**src/rtl/nec_ir_tx.sv**
```systemverilog
// NEC infrared transmitter on the DW8051 SFR bus: leader, 32 data bits LSB-first
// (addr, ~addr, cmd, ~cmd) or repeat code, with a carrier-modulated LED drive.
module nec_ir_tx #(
  parameter int         UNIT_CYC = 28125,
  parameter int         CAR_HALF = 658,
  parameter logic [7:0] A_ADDR   = 8'hC1,
  parameter logic [7:0] A_CMD    = 8'hC2,
  parameter logic [7:0] A_CTRL   = 8'hC3
) (
  input  logic       clk,
  input  logic       rst_n,
  input  logic [7:0] sfr_addr,
  input  logic [7:0] sfr_wdata,
  input  logic       sfr_wr,
  input  logic       sfr_rd,
  output logic [7:0] sfr_rdata,
  output logic       sfr_hit,
  output logic       ir_tx,
  output logic       ir_env,
  output logic       busy
);

  localparam int UW = $clog2(UNIT_CYC + 1);
  localparam int CW = $clog2(CAR_HALF + 1);

  typedef enum logic [2:0] {
    IDLE, LEAD_MARK, LEAD_SPACE, BIT_MARK, BIT_SPACE, STOP_MARK
  } state_t;

  state_t        state;
  logic [7:0]    addr_r, cmd_r;
  logic          done, rpt;
  logic [31:0]   shreg;
  logic [4:0]    bit_idx, units, state_len;
  logic [UW-1:0] unit_cnt;
  logic [CW-1:0] car_cnt;
  logic          unit_end, ctrl_wr, unused_rd;

  assign unused_rd = sfr_rd;
  assign ctrl_wr   = sfr_wr && (sfr_addr == A_CTRL);
  assign unit_end  = (unit_cnt == UW'(UNIT_CYC - 1));

  always_comb begin
    state_len = 5'd1;
    case (state)
      LEAD_MARK:  state_len = 5'd16;
      LEAD_SPACE: state_len = rpt ? 5'd4 : 5'd8;
      BIT_SPACE:  state_len = shreg[0] ? 5'd3 : 5'd1;
      default:    state_len = 5'd1;
    endcase
  end

  always_ff @(posedge clk) begin
    if (!rst_n) begin
      state    <= IDLE;
      addr_r   <= '0;
      cmd_r    <= '0;
      done     <= 1'b0;
      rpt      <= 1'b0;
      shreg    <= '0;
      bit_idx  <= '0;
      units    <= '0;
      unit_cnt <= '0;
      car_cnt  <= '0;
      busy     <= 1'b0;
      ir_env   <= 1'b0;
      ir_tx    <= 1'b0;
    end else begin
      if (sfr_wr && sfr_addr == A_ADDR) addr_r <= sfr_wdata;
      if (sfr_wr && sfr_addr == A_CMD)  cmd_r  <= sfr_wdata;

      if (state == IDLE) begin
        if (ctrl_wr && (sfr_wdata[0] || sfr_wdata[1])) begin
          state    <= LEAD_MARK;
          rpt      <= ~sfr_wdata[0];
          shreg    <= {~cmd_r, cmd_r, ~addr_r, addr_r};
          bit_idx  <= '0;
          units    <= '0;
          unit_cnt <= '0;
          car_cnt  <= '0;
          busy     <= 1'b1;
          ir_env   <= 1'b1;
          ir_tx    <= 1'b1;
        end
      end else begin
        if (ir_env) begin
          if (car_cnt == CW'(CAR_HALF - 1)) begin
            car_cnt <= '0;
            ir_tx   <= ~ir_tx;
          end else begin
            car_cnt <= car_cnt + CW'(1);
          end
        end

        if (!unit_end) begin
          unit_cnt <= unit_cnt + UW'(1);
        end else begin
          unit_cnt <= '0;
          units    <= units + 5'd1;
          if (units == state_len - 5'd1) begin
            // Transition assignments below override the carrier update above.
            units <= '0;
            case (state)
              LEAD_MARK: begin
                state  <= LEAD_SPACE;
                ir_env <= 1'b0;
                ir_tx  <= 1'b0;
              end
              LEAD_SPACE: begin
                state   <= rpt ? STOP_MARK : BIT_MARK;
                ir_env  <= 1'b1;
                ir_tx   <= 1'b1;
                car_cnt <= '0;
              end
              BIT_MARK: begin
                state  <= BIT_SPACE;
                ir_env <= 1'b0;
                ir_tx  <= 1'b0;
              end
              BIT_SPACE: begin
                shreg   <= shreg >> 1;
                state   <= (bit_idx == 5'd31) ? STOP_MARK : BIT_MARK;
                bit_idx <= bit_idx + 5'd1;
                ir_env  <= 1'b1;
                ir_tx   <= 1'b1;
                car_cnt <= '0;
              end
              default: begin
                state   <= IDLE;
                busy    <= 1'b0;
                ir_env  <= 1'b0;
                ir_tx   <= 1'b0;
                car_cnt <= '0;
                done    <= 1'b1;
              end
            endcase
          end
        end
      end

      if (ctrl_wr) done <= 1'b0;
    end
  end

  always_comb begin
    sfr_rdata = '0;
    sfr_hit   = 1'b0;
    if (sfr_addr == A_ADDR) begin
      sfr_rdata = addr_r;
      sfr_hit   = 1'b1;
    end else if (sfr_addr == A_CMD) begin
      sfr_rdata = cmd_r;
      sfr_hit   = 1'b1;
    end else if (sfr_addr == A_CTRL) begin
      sfr_rdata = {busy, done, 6'b0};
      sfr_hit   = 1'b1;
    end
  end

endmodule

```
**config.mk**
```make
export PLATFORM = sky130hd
export DESIGN_NAME = nec_ir_tx
export DESIGN_NICKNAME = d
export VERILOG_FILES = /design/src/rtl/nec_ir_tx.sv
export SDC_FILE = /design/constraint.sdc
export NUM_CORES = 1
export LEC_CHECK = 0
export CAP_MARGIN = 20
export CORE_MARGIN = 5
export CORE_UTILIZATION = 55
export CTS_CLUSTER_DIAMETER = 80
export DETAILED_ROUTE_END_ITERATION = 12
export HOLD_SLACK_MARGIN = 0.08
export PLACE_DENSITY = 0.75
export SETUP_SLACK_MARGIN = 0.02
export SYNTH_ARGS = -nofsm -noshare
export SYNTH_HDL_FRONTEND = slang
export SYNTH_SLANG_ARGS = --single-unit
export TNS_END_PERCENT = 10
```
**constraint.sdc**
```tcl
create_clock -name clk -period 6.4 [get_ports clk]
set_input_delay 0.96 -clock clk [delete_from_list [all_inputs] [get_ports clk]]
set_output_delay 0.96 -clock clk [all_outputs]
set_load 0.01 [all_outputs]
```
==> impl_metrics.csv <==
group,metric,value,unit
outcome,status,"finished clean",
global_route,antenna_found_initial,0,
floorplan,die_x,100.7,um
power,peakVddDrop,0.2091,mV
setup_path,cp_num_cells,5,
global_route,grtUsageMet3,4.637,%
timing,timing.setup.tns,0,ns
global_route,gr-usage-all-layers,21.70,%
job,max_cap_viol_count,0,
floorplan,die_h,100.7,um
setup_path,cpMostUsedCell,"clkdlybuf4s50_1",
power,p_leak,1.854,nW
global_route,use_met2,34.08,%
route,vias_per_cell,6.176,
power,powerDensity,394.2,mW/mm^2
floorplan,start_util,55.86,%
timing,worst_pin_slew,0.9475,ns
global_route,grt_overflow,0,
timing,relSlewSlack,36.74,%
floorplan,dieArea,0.01013,mm^2
route,dr.first_iter.drc_count,227,
setup_path,cpLargestDelayFamily,"buffers and inverters",
final_layout,diodes,0,
route,vias,4064,
hold_path,hp-start,"shreg[12]",
setup_path,startpoint,"sfr_addr[0]",
timing,fin_crit,3.893,ns
setup_path,endpoint_kind,"output port",
synthesis,synth.area.top_cells,"dfxtp_1 (40%), mux2i_1 (7.1%), nand2_1 (5.2%)",
floorplan,row_count,33,
setup_path,rr_startpoint,"ir_env",
setup_path,reg2reg_setup_slack,2.96,ns
timing,skew,0.01027,ns
final_layout,utilization,62.82,%
placed_design,dp_hpwl,6885,um
synthesis,syn_inst,535,
clock_network,clk_latency,0.36,ns
clock_network,cts.hold.buffers_added,0,
global_route,grt_pass1_vias,3901,
global_route,grt_use_met1,29.56,%
clock_network,cts_buffers,9,
clock_network,cts-root-buf,"clkbuf_8",
timing,finalHoldViolCount,0,
setup_path,path_buf_inv,2,
global_route,grt_max_degree,55,
final_layout,layout-drive-gt1-share,6.691,%
setup_path,cp_cell_sequence,"clkdlybuf4s50_1, nor2b_1, a22oi_1, nor2_1, clkdlybuf4s50_1",
setup_path,cpPeakStageDelay,0.58,ns
synthesis,synthTopCellsByCount,"dfxtp_1 (90), nand2_1 (63), nor2_1 (55), a21oi_1 (42), mux2i_1 (32)",
final_layout,area_growth,12.46,%
timing,post-route-period-util,60.82,%
synthesis,synth_warnings,0,
floorplan,core_area,0.008093,mm^2
synthesis,synth_top_area_share,39.86,%
route,wl_per_cell,15.74,um
synthesis,synth_edf_count,0,
setup_path,path_class,"in2out",
route,drc_errors,0,
setup_path,startpoint_type,"primary input",
synthesis,synth_async_sr_flop_share,0,%
placed_design,portBuffers,30,
synthesis,syn_area,0.004521,mm^2
timing,finalMaxSlewViolations,0,
synthesis,synth_area_per_cell,8.450,um^2
synthesis,synthFlopType,"dfxtp_1",
setup_path,crit_arrival,2.93,ns
hold_path,min-delay-path-class,"reg2reg",
placed_design,gp_congestion,0.8061,
clock_network,clk_pin_slew,0.10,ns
final_layout,multi_input_area,0.002564,mm^2
route,antenna_left,0,
route,drtPass1Iterations,4,
setup_path,worstReg2RegEnd,"shreg[13]",
route,drt_wl_total,10360,um
synthesis,syn_nets,563,
global_route,grt_pass1_wl,18110,um
setup_path,r2r_cells,10,
global_route,grt_most_used_layer,"met2",
setup_path,crit_fanout,9,
synthesis,ys_types,58,
synthesis,ys_ff_latch,90,
timing,grt_setup_unrepaired,"no",
clock_network,cts_buffer_depth,2,
timing,finalSetupViolations,0,
final_layout,nets,576,
clock_network,post-cts-setup-buffers,0,
setup_path,crit_slowest_cell,"clkdlybuf4s50_1",
setup_path,cp.required,5.44,ns
final_layout,seq_area,0.001802,mm^2
synthesis,yosysTopAreaCell,"dfxtp_1",
setup_path,endpoint,"sfr_rdata[6]",
synthesis,yosysSeqAreaShare,39.86,%
synthesis,synth.most_common_cell,"dfxtp_1",
clock_network,ctsResizeCount,0,
clock_network,cts-htree-levels,3,
clock_network,cts_tree,"yes",
clock_network,clock-sinks,90,
timing,max_clock_freq,256.9,MHz
floorplan,io_pins,32,
final_layout,fill_cells,699,
where the power goes:
| part | leakage (nW) | internal (W) | switching [W] |
|---|---|---|---|
| clock network | 0.103 | 0.000189 | 0.000221 |
| logic | 1.02 | 0.000318 | 0.000540 |
| registers | 0.731 | 0.000652 | 0.0000848 |
| total | 1.85 | 0.00116 | 0.000846 |
per-layer routing:
metal,vias to the layer above,routed length [um],share of wire (%)
li1,1999,-,-
met1,1939,4889,47
met2,116,4788,46
met3,10,545,5.3
met4,0,137,1.3
met5,-,0,0
registers in the layout, summed over array words and instances, names as in the netlist, 2 cells and up:
register,flops
shreg,32
bit_idx,5
state,2
cmd_r,8
addr_r,8
unit_cnt,15
car_cnt,10
units,5
worst min-delay path by stage:
stage                              to  slack (ns)  depth (start not counted)
after floorplan           unit_cnt[3]        0.43                          1
after global placement      shreg[14]        0.44                          2
after detailed placement    shreg[14]        0.45                          2
after CTS                   shreg[14]        0.46                          2
after global routing        shreg[14]        0.49                          2
final                       shreg[12]        0.47                          2
cells in the final DEF, fill, tap and decap left out, types with 12 or more instances in the layout:
cell / n
and3_1: 12
a31oi_1: 14
dfxtp_1: 90
nor2_1: 55
o211ai_1: 13
mux2i_1: 32
o21ai_0: 13
a311oi_1: 13
nand3_1: 17
a21oi_1: 42
nand2_1: 63
clkdlybuf4s50_1: 30
tightest hold or removal path, cell delays in order, from the launching register on:
cell	delay, ns
dfxtp_1	0.32
nand2_1	0.05
mux2i_1	0.05
area by class of cell:
cell class | count | share of cell area, %
Multi-Input combinational cell | 402 | 50.43
Sequential cell | 90 | 35.44
Timing Repair Buffer | 36 | 6.793
Tap cell | 105 | 2.584
Clock buffer | 9 | 2.437
Clock inverter | 7 | 1.649
Inverter | 9 | 0.6645
kinds of logic (layout without fill, tap and decap cells):
group / count (synthesis) / in the layout / share of synthesized area [%]
adder cells (fa/ha/maj): 8 / 8 / 2.214
AO/OA/AOI/OAI: 140 / 140 / 20.92
multiplexers: 35 / 35 / 7.833
flip-flops: 90 / 90 / 39.86
buffers and inverters: 43 / 61 / 3.792
AND/OR/NAND/NOR: 206 / 206 / 22.86
XOR/XNOR: 13 / 13 / 2.519
through the flow:
step | setup slack [ns] | power (W) | area, um^2 | cells | hold WS, ns
floorplan | 3.419 | 0.001391 | 4521 | 535 | 0.4292
global placement | 2.546 | 0.001563 | 4876 | 642 | 0.4444
detailed placement | 2.524 | 0.001599 | 4876 | 642 | 0.4499
CTS | 2.509 | 0.002008 | 5084 | 658 | 0.4642
global route | 2.353 | 0.002152 | 5084 | 658 | 0.4949
finish | 2.507 | 0.002004 | 5084 | 658 | 0.4656
(Power assumes the default switching activity.)
